<file path="config.mk">
export PLATFORM = sky130hd
export DESIGN_NAME = stream_io_bridge
export DESIGN_NICKNAME = d
export VERILOG_FILES = /design/src/rtl/stream_io_bridge.sv
export SDC_FILE = /design/constraint.sdc
export NUM_CORES = 1
export LEC_CHECK = 0
export ABC_AREA = 1
export BUFFER_PORTS_ARGS = -buffer_cell sky130_fd_sc_hd__buf_2
export CAP_MARGIN = 10
export CORE_MARGIN = 2
export CORE_UTILIZATION = 60
export CTS_CLUSTER_SIZE = 16
export DETAILED_ROUTE_END_ITERATION = 10
export HOLD_SLACK_MARGIN = 0.05
export PLACE_DENSITY = 0.92
export SETUP_SLACK_MARGIN = 0.02
export SYNTH_ARGS = -nofsm -noshare
export SYNTH_HDL_FRONTEND = slang
export SYNTH_SLANG_ARGS = --single-unit
</file>
<file path="constraint.sdc">
create_clock -name AXIS_ACLK -period 5.4 [get_ports AXIS_ACLK]
set_input_delay 0.54 -clock AXIS_ACLK [delete_from_list [all_inputs] [get_ports AXIS_ACLK]]
set_output_delay 0.54 -clock AXIS_ACLK [all_outputs]
set_load 0.05 [all_outputs]
</file>
<file path="src/rtl/stream_io_bridge.sv">
// AXI-Stream bridge: parses a length header, forwards payload to a compute core,
// and buffers core results in a FIFO for a TLAST-terminated output packet.
module stream_io_bridge #(
    parameter int DATA_W     = 32,
    parameter int FIFO_DEPTH = 4,
    parameter int CNT_W      = 32
) (
    input  logic                AXIS_ACLK,
    input  logic                AXIS_ARESET,
    input  logic [DATA_W-1:0]   S_AXIS_TDATA,
    input  logic [DATA_W/8-1:0] S_AXIS_TKEEP,
    input  logic                S_AXIS_TLAST,
    input  logic                S_AXIS_TVALID,
    output logic                S_AXIS_TREADY,
    output logic [DATA_W-1:0]   M_AXIS_TDATA,
    output logic [DATA_W/8-1:0] M_AXIS_TKEEP,
    output logic                M_AXIS_TLAST,
    output logic                M_AXIS_TVALID,
    input  logic                M_AXIS_TREADY,
    output logic [DATA_W-1:0]   core_x_data,
    output logic                core_x_valid,
    input  logic                core_x_ready,
    input  logic [DATA_W-1:0]   core_y_data,
    input  logic                core_y_valid,
    output logic                core_y_ready,
    input  logic [CNT_W-1:0]    core_ycnt,
    input  logic                core_ycnt_valid,
    output logic                busy,
    output logic                err_len
);
    localparam int AW = $clog2(FIFO_DEPTH);

    typedef enum logic [1:0] {IN_HDR, IN_PAY, IN_DRAIN} in_state_t;
    typedef enum logic {OUT_IDLE, OUT_RUN} out_state_t;

    in_state_t         in_state;
    out_state_t        out_state;
    logic [CNT_W-1:0]  in_rem;
    logic [CNT_W-1:0]  out_rem;
    logic [AW:0]       wr_ptr, rd_ptr, wr_ptr_n, rd_ptr_n;
    logic              full_q;
    logic              empty;
    logic              rx, push, pop;
    logic [DATA_W-1:0] mem [FIFO_DEPTH];
    logic              unused_keep;

    assign unused_keep = ^S_AXIS_TKEEP;

    // Input side is combinational so payload reaches the core with zero latency.
    always_comb begin
        S_AXIS_TREADY = 1'b1;
        if (in_state == IN_PAY)
            S_AXIS_TREADY = core_x_ready;
        if (AXIS_ARESET)
            S_AXIS_TREADY = 1'b0;
    end

    assign core_x_data  = S_AXIS_TDATA;
    assign core_x_valid = (in_state == IN_PAY) & S_AXIS_TVALID;
    assign rx           = S_AXIS_TVALID & S_AXIS_TREADY;

    assign empty         = (wr_ptr == rd_ptr);
    assign core_y_ready  = ~full_q;
    assign push          = core_y_valid & ~full_q;
    assign M_AXIS_TVALID = (out_state == OUT_RUN) & ~empty;
    assign M_AXIS_TDATA  = mem[rd_ptr[AW-1:0]];
    assign M_AXIS_TLAST  = M_AXIS_TVALID & (out_rem == CNT_W'(1));
    assign M_AXIS_TKEEP  = M_AXIS_TVALID ? '1 : '0;
    assign pop           = M_AXIS_TVALID & M_AXIS_TREADY;
    assign wr_ptr_n      = wr_ptr + (AW+1)'(push);
    assign rd_ptr_n      = rd_ptr + (AW+1)'(pop);

    assign busy = (in_state != IN_HDR) | (out_state != OUT_IDLE) | ~empty;

    always_ff @(posedge AXIS_ACLK or posedge AXIS_ARESET) begin
        if (AXIS_ARESET) begin
            in_state <= IN_HDR;
            in_rem   <= '0;
            err_len  <= 1'b0;
        end else if (rx) begin
            case (in_state)
                IN_HDR: begin
                    in_rem  <= S_AXIS_TDATA[CNT_W-1:0];
                    err_len <= 1'b0;
                    if (S_AXIS_TDATA[CNT_W-1:0] == '0)
                        in_state <= S_AXIS_TLAST ? IN_HDR : IN_DRAIN;
                    else
                        in_state <= IN_PAY;
                end
                IN_PAY: begin
                    if (in_rem != '0)
                        in_rem <= in_rem - CNT_W'(1);
                    if (in_rem == CNT_W'(1)) begin
                        in_state <= S_AXIS_TLAST ? IN_HDR : IN_DRAIN;
                        if (!S_AXIS_TLAST)
                            err_len <= 1'b1;
                    end else if (S_AXIS_TLAST) begin
                        in_state <= IN_HDR;
                        err_len  <= 1'b1;
                    end
                end
                IN_DRAIN: begin
                    if (S_AXIS_TLAST)
                        in_state <= IN_HDR;
                end
                default: in_state <= IN_HDR;
            endcase
        end
    end

    always_ff @(posedge AXIS_ACLK or posedge AXIS_ARESET) begin
        if (AXIS_ARESET) begin
            out_state <= OUT_IDLE;
            out_rem   <= '0;
        end else begin
            case (out_state)
                OUT_IDLE: begin
                    if (core_ycnt_valid && core_ycnt != '0) begin
                        out_rem   <= core_ycnt;
                        out_state <= OUT_RUN;
                    end
                end
                OUT_RUN: begin
                    if (pop) begin
                        if (out_rem != '0)
                            out_rem <= out_rem - CNT_W'(1);
                        if (out_rem == CNT_W'(1))
                            out_state <= OUT_IDLE;
                    end
                end
                default: out_state <= OUT_IDLE;
            endcase
        end
    end

    // Full flag is registered from next-state pointers so core_y_ready is a clean flop.
    always_ff @(posedge AXIS_ACLK or posedge AXIS_ARESET) begin
        if (AXIS_ARESET) begin
            wr_ptr <= '0;
            rd_ptr <= '0;
            full_q <= 1'b0;
        end else begin
            wr_ptr <= wr_ptr_n;
            rd_ptr <= rd_ptr_n;
            full_q <= ((wr_ptr_n ^ rd_ptr_n) == {1'b1, {AW{1'b0}}});
        end
    end

    always_ff @(posedge AXIS_ACLK) begin
        if (push)
            mem[wr_ptr[AW-1:0]] <= core_y_data;
    end
endmodule

</file>
# After elaboration in Yosys (flattened, before gate mapping)
# Memory sizes are Yosys's and may differ from the RTL's.
# Cells that the tools add are included.
# W data, S select, Z words.
# op_classes
n_addsub,4
mul,0
n_div,0
order_cmp,0
n_eq_ne,12
shift,0
n_mux,24
n_bitwise,12
n_reduce_logical,11
# op_table
operator,count
$mux W32,4
$pmux W32 S2,2
$reduce_bool A32 Y1,3
$eq A32 B1 Y1 const B,2
$sub A32 B1 Y32 const B,2
$logic_not A32 Y1,1
$mux W1,10
$mux W2,4
$add A3 B1 Y3,2
$and A1 B1 Y1,6
$ne A2 B1 Y1 const B,3
$pmux W2 S3,1
$reduce_and A3 Y1,2
$mux W4,1
$pmux W1 S2,2
$reduce_and A4 Y1,1
$reduce_bool A2 Y1,2
$eq A3 B3 Y1,1
$eq A3 B3 Y1 const B,1
$ne A3 B2 Y1 const B,1
$ne A3 B3 Y1 const B,1
$not A1 Y1,3
$xor A3 B3 Y3,1
$eq A2 B1 Y1 const B,1
5 further kinds,6
# totals
register_bits,75
latchBits,0
ramBits,128
mem_bits_ro,0
inputBits,108
out_inout_bits,75
mem_count,1
# mem_list
memory,words,width,read_ports,rd_clocked_by_memory_dff,wr,line,rtl
mem,4,32,1,0,1,44,logic [DATA_W-1:0] mem [FIFO_DEPTH];

# Depth between registers and ports, before layout
# Gate-level depths: netlist (run 1).
# logic_depth
word_depth,7
mapped_depth,13
mapped_depth_nobuf,12

# Worst setup path after synthesis (run 1)
# OpenSTA, ideal clock, no wires.
# synth_path
path_type,register to register
start,register full_q
end,"memory mem[2][0], enable pin"
setup_time_ns,0.461
t_arrival_ns,3.095
required_time_ns,4.939
setup_slack_ns,1.844
stages_incl_launch_ff,4
path_cell_list,dfrtp_1 > inv_1 > nand2_1 > nor3_1
# synth_via
elab_chain_cells,4
# synth_lines
element,line,rtl
start: declaration,41,logic full_q;
start signal: assignment,145,"full_q <= ((wr_ptr_n ^ rd_ptr_n) == {1'b1, {AW{1'b0}}});"
$not A1 Y1,--,
named net core_y_ready,25,"output logic core_y_ready,"
$and A1 B1 Y1,64,assign push = core_y_valid & ~full_q;
$mux W1,150,if (push)
$mux W1 (not written as such),151,mem[wr_ptr[AW-1:0]] <= core_y_data;
end: declaration,44,
# The timed path passes the listed nets, and every way through them passes these cells.

# Worst setup path after layout (run 1)
# layout_path
start,register rd_ptr[0]
end,output M_AXIS_TDATA[13]
# layout_via
elab_chain_cells,1
# layout_lines
element,line,rtl
start: declaration,40,"logic [AW:0] wr_ptr, rd_ptr, wr_ptr_n, rd_ptr_n;"
start signal: assignment,144,rd_ptr <= rd_ptr_n;
$mem_v2 Z4 W32,--,
end: declaration,15,"output logic [DATA_W-1:0] M_AXIS_TDATA,"
# No other way between the ends.

==> results.py, run 1 <==
metrics = {
    "status": {
        "status": "complete, no violations",
    },
    "finish": {
        "fill_cells": 1381,
        "nets": 1605,
        "areaGrowthSynthToFinish_pct": 13.95,
        "fin_area_um2": 12420,
        "drive_gt1_share_pct": 17.01,
        "fin_util_pct": 69.36,
        "multi_input_area_um2": 4288,
        "final_cells": 1735,
        "area.sequential_um2": 5722,
    },
    "yosys": {
        "synthAdderAreaFrac_pct": 0.9186,
        "synthMuxAreaShare_pct": 0,
        "synth-seq-cells": 203,
        "syn-cell-area_um2": 10900,
        "synth_compound_gate_area_share_pct": 8.899,
        "synth.area.top_cells": "edfxtp_1 (35%), dfrtp_1 (17%), nand2_1 (14%)",
        "yosys.area_share.simple_pct": 28.51,
        "avgSynthCellArea_um2": 8.036,
        "synth.largest_area_cell": "edfxtp_1",
        "synth_nets": 1472,
        "ys_seq_area_share_pct": 52.50,
        "synth_top_family_by_area": "simple AND/OR/NAND/NOR gates",
        "synth_top_area_share_pct": 35.27,
        "postSynthCellCount": 1356,
        "synth-xor-area-share_pct": 0.8038,
        "synth.distinct_cells": 36,
        "yosysWarningCount": 0,
    },
    "critical_path": {
        "criticalPathCategory": "reg2out",
        "cp-end-kind": "output port",
        "crit_path_start_kind": "register",
        "timing.rr.start": "in_state[1]",
        "path_cells": "buf_4 -> clkinv_1 -> buf_4 -> o21ai_0 -> o22ai_1 -> buf_2",
        "cp_slowest_cell": "buf_4",
        "cp_max_fo": 67,
        "slowest_delay_ns": 0.51,
        "cp.arrival_ns": 2.83,
        "startpoint": "rd_ptr[0]",
        "path_buf_inv": 4,
        "crit_family": "buffers and inverters",
        "cp.required_ns": 4.86,
        "path_common_cell": "buf_4",
    },
    "grt": {
        "grt_max_degree": 76,
        "grt-ovfl-total": 0,
        "first_global_vias": 8704,
        "track_usage_pct": 25.86,
        "grt_pass1_wl_mm": 41.41,
        "antenna_found_initial": 1,
    },
    "die": {
        "start_util_pct": 60.87,
        "core-area_um2": 17900,
        "floorplan.die.height_um": 138.8,
        "die_w_um": 138.8,
        "rows": 49,
        "ioPinCount": 183,
        "die-area_um2": 19260,
    },
    "detailed_routing": {
        "dr_wl_met3_mm": 1.935,
        "postRouteAntennaNets": 0,
        "wl_met2_mm": 12.69,
        "wl_per_cell_um": 14.70,
        "drc": 0,
        "dr.max_layer_used": "met4",
        "wirelength_mm": 25.50,
        "dr.pass1.iters": 5,
        "avgViaCountPerCell": 5.463,
        "via_count": 9479,
        "drtIter0Drc": 813,
        "m1WireLength_mm": 10.30,
    },
    "timing": {
        "rsz0062_at_grt": "no",
        "setup_viol": 0,
        "fmax_mhz": 296.7,
        "period_needed_ns": 3.370,
        "finClkSkew_ns": 0.02073,
        "tns_ns": 0,
        "post-route-period-util_pct": 62.41,
        "final_hold_viol_count": 0,
        "slew_headroom_pct": 30.80,
        "tightest_slew_ns": 1.037,
        "hold_slack_ns": 0.2364,
        "final-max-slew-violation-count": 0,
    },
    "power": {
        "switchingPower_mw": 2.932,
        "pwr-share-comb_pct": 43.3,
        "power.density_nw_per_um2": 522.5,
        "internal-power_mw": 3.555,
        "ir_drop_uv": 409.3,
        "total_leakage_power_nw": 5.778,
        "clock_power_share_pct": 22.6,
        "swShare_pct": 45.20,
        "seqPwrFrac_pct": 34.0,
    },
    "clock_tree": {
        "cts.sinks": 203,
        "cts_buffers": 22,
        "clk_path_buf_depth": 3,
        "cts_resized": 0,
        "clkLatencyLatePin_ns": 0.51,
        "post_cts_buffers": 0,
        "cts-root-buf": "clkbuf_16",
        "htree_levels": 1,
        "clk_pin_slew_worst_paths_ns": 0.06,
        "hold_buffers": 0,
        "cts_tree": "yes",
    },
    "place": {
        "dpl.hpwl_mm": 17.18,
        "dpl_cell_area_um2": 11690,
        "dp.cells": 1694,
        "routabilityCongestion": 0.9143,
        "portBuffers": 178,
    },
    "worst_hold_path": {
        "hp-class": "in2reg",
        "hold_path_startpoint": "core_y_data[27]",
    },
    "job": {
        "max-cap-violations": 0,
    },
}
==> Yosys cell counts <==
cell type	count
buf_4	37
clkbuf_1	26
or2_2	8
nor3_1	7
o31ai_1	1
a21oi_1	5
o21bai_1	11
inv_1	106
dfrtp_1	75
nor2_2	5
a31oi_1	4
edfxtp_1	128
o21ai_0	106
buf_6	7
a21oi_2	1
clkinv_1	1
o21ai_1	13
nand2_4	1
nand4_1	11
nand3_1	89
xor2_1	5
o22ai_1	32
a221oi_1	1
o21ai_2	1
ha_1	8
nor2_4	2
inv_2	2
nand3b_1	1
nor2_1	233
buf_2	6
buf_1	5
xnor2_1	5
nand2_1	408
a22oi_1	1
nand2_2	3
nor3_2	1
==> cell usage in the layout, fill, tap and decap left out, types with 8 or more instances in the layout <==
cell type / synthesis / routed
inv_1: 106 / 105
o21ai_1: 13 / 13
nand2_1: 408 / 408
nand3_1: 89 / 89
o22ai_1: 32 / 32
clkbuf_16: 0 / 22
nor2_1: 233 / 233
dfrtp_1: 75 / 74
buf_2: 6 / 178
buf_4: 37 / 12
or2_2: 8 / 8
o21ai_0: 106 / 106
nand4_1: 11 / 11
ha_1: 8 / 8
o21bai_1: 11 / 11
edfxtp_1: 128 / 128
==> metal layers <==
layer  vias up  track usage [%]
met1      4375            34.79
met2       389            44.23
met3        51            3.384
li1       4664                -
met5         -                0
met4         0            7.921
==> cells by family (layout without fill, tap and decap cells) <==
kind of cell               count (synthesis)  count (layout)
AOI/OAI and AO/OA                        176             176
xor gates and xnor gates                  10              10
adders and majority gates                  8               8
buffers and inverters                    190             339
DFF                                      203             203
other                                      0               1
and+or+nand+nor                          769             769
==> per-stage QoR <==
stage	total power, mW	setup WS [ns]
after global placement	4.948	2.648
after detailed placement	5.030	2.565
after floorplan	4.385	1.844
final	6.487	2.030
after CTS	6.506	2.014
after global routing	6.867	1.805
==> worst register-to-register path, cell delays in order (launching register included) <==
cell,delay [ns]
dfrtp_1,0.44
nor2_2,0.63
inv_1,0.59
nor3_2,0.39
a21oi_2,0.16
buf_4,0.29
nand2_1,0.14
o21ai_0,0.09
==> power by group through the flow <==
stage | Combinational (mW) | Sequential (mW) | Clock [mW]
2_1_floorplan | 2.18 | 2.20 | 0
6_report | 2.81 | 2.21 | 1.47
3_3_place_gp | 2.73 | 2.21 | 0
5_1_grt | 3.07 | 2.24 | 1.56
4_1_cts | 2.82 | 2.20 | 1.49
3_5_place_dp | 2.80 | 2.23 | 0
==> path summary, 6_finish.rpt <==
| check | to | slack, ns | depth (start not counted) |
|---|---|---|---|
| setup reg to reg | in_rem[23] | 2.52 | 7 |
| hold / removal | mem[1][27] | 0.24 | 1 |
| setup / recovery | M_AXIS_TDATA[13] | 2.03 | 6 |
| max in group asynchronous | rd_ptr[0] | 4.37 | 3 |
| min in group asynchronous | in_rem[0] | 0.35 | 3 |
| hold reg to reg | rd_ptr[2] | 0.52 | 1 |
==> flip-flops by register name, summed over array words and instances, names as in the netlist <==
| signal | cells |
|---|---|
| wr_ptr | 3 |
| err_len | 1 |
| rd_ptr | 3 |
| mem | 128 |
| out_rem | 32 |
| in_rem | 32 |
| in_state | 2 |
| out_state | 1 |
| full_q | 1 |
==> layout make-up <==
class	count	area share (%)
flip-flops and latches	203	46.08
multi-input cells	963	34.53
repair buffers	190	7.900
clock buffers	28	4.938
inverters	109	3.305
well taps	229	2.308
clock inverters	12	0.9170
diodes	1	0.02015
Note: power is estimated with default switching activity, not from simulation.
==> run 2: changes to the inputs <==
Settings changed: CORE_UTILIZATION 60 to 52, PLACE_DENSITY 0.92 to 0.86.
Clock period 5.4 ns to 2.8 ns, I/O delays scaled along.
==> results.py, run 2 (synthesis results as in run 1) <==
metrics = {
    "status": {
        "status": "complete, no violations",
    },
    "detailed_routing": {
        "postRouteAntennaNets": 0,
        "drc": 0,
        "drtIter0Drc": 716,
        "via_count": 9652,
        "wirelength_mm": 27.14,
        "dr.pass1.iters": 6,
        "avgViaCountPerCell": 5.315,
        "wl_per_cell_um": 14.95,
    },
    "power": {
        "power.density_nw_per_um2": 989.2,
        "ir_drop_uv": 643.3,
        "total_leakage_power_nw": 5.959,
        "power_mw": 12.74,
    },
    "grt": {
        "grt-ovfl-total": 0,
        "track_usage_pct": 24.05,
        "grt_max_degree": 76,
        "grt_pass1_wl_mm": 42.97,
        "antenna_found_initial": 2,
        "first_global_vias": 8935,
    },
    "critical_path": {
        "cp_slowest_cell": "buf_4",
        "crit_family": "buffers and inverters",
        "timing.rr.start": "out_rem[0]",
        "cp_max_fo": 64,
        "crit_path_start_kind": "register",
        "critPathCapture": "M_AXIS_TDATA[22]",
        "slowest_delay_ns": 0.51,
        "criticalPathCategory": "reg2out",
        "path_cells": "buf_4 -> o21ai_0 -> o22ai_1 -> buf_2",
        "cp.depth": 4,
        "cp.arrival_ns": 2.25,
        "cp.required_ns": 2.52,
        "r2r_end": "out_rem[16]",
        "reg2regPathDepth": 9,
        "startpoint": "rd_ptr[0]",
        "reg2reg_slack_ns": 0.54,
        "cp-end-kind": "output port",
        "path_buf_inv": 2,
    },
    "place": {
        "dpl.hpwl_mm": 17.65,
        "dp_slack_ns": 0.5580,
        "dp.cells": 1740,
        "routabilityCongestion": 0.9105,
        "portBuffers": 178,
    },
    "die": {
        "die_w_um": 148.8,
        "start_util_pct": 53.34,
        "die-area_um2": 22130,
        "floorplan.die.height_um": 148.8,
        "ioPinCount": 183,
        "core-area_um2": 20430,
        "rows": 52,
    },
    "clock_tree": {
        "clkLatencyLatePin_ns": 0.52,
        "cts-root-buf": "clkbuf_16",
        "clk_pin_slew_worst_paths_ns": 0.06,
        "cts.sinks": 203,
        "post_cts_buffers": 0,
        "htree_levels": 1,
        "clk_path_buf_depth": 3,
        "cts_tree": "yes",
        "cts_buffers": 23,
    },
    "timing": {
        "tightest_slew_ns": 1.010,
        "rsz0062_at_grt": "no",
        "slew_headroom_pct": 32.67,
        "final_hold_viol_count": 0,
        "tns_ns": 0,
        "period_needed_ns": 2.529,
        "setup_slack_ns": 0.2710,
        "finClkSkew_ns": 0.01186,
        "setup_viol": 0,
        "post-route-period-util_pct": 90.32,
        "fmax_mhz": 395.4,
        "final-max-slew-violation-count": 0,
    },
    "finish": {
        "final_common_cell": "nand2_1",
        "areaGrowthSynthToFinish_pct": 18.17,
        "nets": 1643,
        "largest_register_ffs": 128,
        "final_cells": 1816,
        "drive_gt1_share_pct": 16.84,
        "final_cell_mix": "nand2_1 (408), nor2_1 (233), buf_2 (178)",
        "fill_cells": 1697,
    },
    "worst_hold_path": {
        "hp-class": "in2reg",
    },
    "job": {
        "max-cap-violations": 0,
    },
}
==> run 2: worst min-delay path by stage <==
stage | from | depth (start not counted) | end
after floorplan | core_y_data[0] | 0 | mem[0][0]
after global placement | err_len | 2 | err_len
after detailed placement | err_len | 2 | err_len
after CTS | core_ycnt[30] | 5 | out_rem[30]
after global routing | core_ycnt[9] | 5 | out_rem[9]
final | core_ycnt[20] | 5 | out_rem[20]
==> run 2: cell type report <==
type	instances	area, um^2	share of cell area (%)
antenna	2	5.005	0.03887
clock buffer	30	631.9	4.907
multi-input combinational	963	4288	33.30
sequential	203	5722	44.44
clock inverter	12	101.3	0.7871
inverter	109	414.1	3.216
tap	270	337.8	2.624
timing repair buffer	227	1376	10.69
==> run 2: routing by layer <==
layer	GRT usage [%]	up-vias	wire length, um
met2	42.43	353	13520
met1	31.13	4490	11160
met4	7.381	0	616
met5	0	-	0
li1	-	4760	-
met3	3.058	49	1848
==> run 2: repair_timing <==
item	CTS	global route
resized for setup	1	0
setup endpoints to repair	8	0
endpoints found under the hold margin	128	0
hold buffers	32	0
==> run 2: metrics by stage <==
step / util (%) / hold slack [ns] / cell area (um^2)
after detailed placement: 57.84 / 0.4651 / 11820
after global placement: 57.84 / 0.4580 / 11820
after global routing: 63.03 / 0.08684 / 12880
after floorplan: - / 0.3789 / 10900
after CTS: 63.00 / 0.05640 / 12870
final: 63.03 / 0.07817 / 12880
==> run 2: where the power goes <==
part           internal (mW)  switching [mW]
sequential              3.87           0.399
clock                   1.69            1.20
combinational           1.42            4.15
total                   6.98            5.75
==> run 2: worst register-to-register path, stage by stage (launching register included) <==
cell and delay [ns]:
dfrtp_1 0.41, inv_1 0.12, ha_1 0.21, nand3_1 0.18, nor2_4 0.28, nand2_2 0.14, o21ai_2 0.20, nand2_1 0.12
nand2_4 0.32, o21ai_0 0.17
==> run 3: changes to the inputs <==
Settings changed: CORE_UTILIZATION 52 to 50, PLACE_DENSITY 0.86 to 0.83.
==> results.py, run 3 (synthesis results as in run 1) <==
metrics = {
    "status": {
        "status": "complete, no violations",
    },
    "timing": {
        "slew_headroom_pct": 49.88,
        "setup_viol": 0,
        "tightest_slew_ns": 0.7517,
        "finClkSkew_ns": 0.01006,
        "final_hold_viol_count": 0,
        "tns_ns": 0,
        "rsz0062_at_grt": "no",
        "fmax_mhz": 379.2,
        "post-route-period-util_pct": 94.17,
        "period_needed_ns": 2.637,
        "final-max-slew-violation-count": 0,
    },
    "grt": {
        "track_usage_pct": 23.19,
        "grt-ovfl-total": 0,
        "grt_max_degree": 65,
        "first_global_vias": 8932,
        "antenna_found_initial": 1,
        "grt_pass1_wl_mm": 42.57,
    },
    "power": {
        "total_leakage_power_nw": 5.997,
        "power_mw": 12.74,
        "power.density_nw_per_um2": 985.1,
        "ir_drop_uv": 621.7,
    },
    "critical_path": {
        "path_common_cell": "buf_4",
        "cp.arrival_ns": 2.36,
        "path_buf_inv": 4,
        "criticalPathCategory": "reg2out",
        "crit_family": "buffers and inverters",
        "crit_path_start_kind": "register",
        "path_cells": "buf_4 -> inv_1 -> buf_4 -> o21ai_0 -> o22ai_1 -> buf_2",
        "cp_max_fo": 24,
        "cp_slowest_cell": "dfrtp_1",
        "slowest_delay_ns": 0.41,
        "cp-end-kind": "output port",
        "cp.required_ns": 2.52,
    },
    "worst_hold_path": {
        "hp-class": "in2reg",
    },
    "detailed_routing": {
        "wirelength_mm": 26.75,
        "drtIter0Drc": 649,
        "avgViaCountPerCell": 5.225,
        "wl_per_cell_um": 14.58,
        "dr.pass1.iters": 5,
        "drc": 0,
        "via_count": 9582,
        "postRouteAntennaNets": 0,
    },
    "finish": {
        "fill_cells": 1840,
        "areaGrowthSynthToFinish_pct": 18.69,
        "fin_area_um2": 12930,
        "final_common_cell": "nand2_1",
        "largest_register_ffs": 128,
        "nets": 1652,
        "drive_gt1_share_pct": 17.32,
        "final_cell_mix": "nand2_1 (408), nor2_1 (233), buf_2 (178)",
    },
    "place": {
        "dpl_cell_area_um2": 11860,
        "routabilityCongestion": 0.9294,
        "dpl.hpwl_mm": 18.32,
        "portBuffers": 178,
    },
    "die": {
        "die-area_um2": 22990,
        "rows": 54,
        "ioPinCount": 183,
        "floorplan.die.height_um": 151.6,
        "start_util_pct": 50.40,
        "die_w_um": 151.6,
        "core-area_um2": 21620,
    },
    "clock_tree": {
        "clkLatencyLatePin_ns": 0.52,
        "cts.sinks": 203,
        "post_cts_buffers": 0,
        "cts_tree": "yes",
        "clk_pin_slew_worst_paths_ns": 0.06,
        "cts-root-buf": "clkbuf_16",
        "clk_path_buf_depth": 3,
        "cts_buffers": 23,
        "htree_levels": 1,
    },
    "job": {
        "max-cap-violations": 0,
    },
}
## run 3: cell type report
cell class,instances,area [um^2],area share (%)
well taps,280,350.3,2.709
diodes,1,2.502,0.01935
flip-flops and latches,203,5722,44.24
clock buffers,30,631.9,4.885
multi-input cells,963,4288,33.15
clock inverters,12,101.3,0.7836
repair buffers,236,1421,10.99
inverters,109,416.7,3.221
## run 3: worst reg2reg max path, stage by stage (launching register included)
cell and delay [ns]:
dfrtp_1 0.39, inv_1 0.09, ha_1 0.24, nand3_1 0.17, nor2_4 0.10, nand2_2 0.12, o21ai_2 0.08, a21oi_2 0.59
buf_4 0.34, nand2_1 0.07, nand2_1 0.06
## run 3: final timing paths
kind	from	cells after the start	slack (ns)	to
setup / recovery	rd_ptr[1]	6	0.16	M_AXIS_TDATA[10]
hold / removal	core_ycnt[30]	5	0.08	out_rem[30]
setup reg to reg	out_rem[0]	10	0.47	out_rem[18]
hold reg to reg	err_len	2	0.47	err_len
max in group asynchronous	AXIS_ARESET	5	1.28	rd_ptr[0]
min in group asynchronous	AXIS_ARESET	4	0.45	in_rem[0]
## run 3: what timing repair did
item	CTS	global route
resized for setup	0	1
hold buffers	33	0
hold endpoints to repair	152	0
endpoints found under the setup margin	0	19
## run 3: per-layer routing
layer  wire (um)  track usage [%]  vias up
li1            -                -     4774
met1       10930            29.25     4417
met5           0                0        -
met3        1785            2.784       61
met4         764            8.935        0
met2       13270            40.90      330
## run 3: report_power, final
group | internal [mW] | total, mW | switching, mW | leakage, nW
logic | 1.45 | 5.59 | 4.14 | 3.48
registers | 3.87 | 4.26 | 0.393 | 2.15
clock network | 1.69 | 2.89 | 1.20 | 0.366
total | 7.01 | 12.7 | 5.73 | 6.00
## run 3: metrics by stage
stage	setup slack [ns]	utilization [%]	hold WS, ns	std cells
after detailed placement	0.4967	54.87	0.4431	1758
after floorplan	-0.7563	-	0.3789	1356
after global placement	0.5492	54.87	0.4480	1758
final	0.1632	59.82	0.07578	1834
after global routing	0.07392	59.82	0.08340	1834
after CTS	0.06373	59.79	0.06103	1833
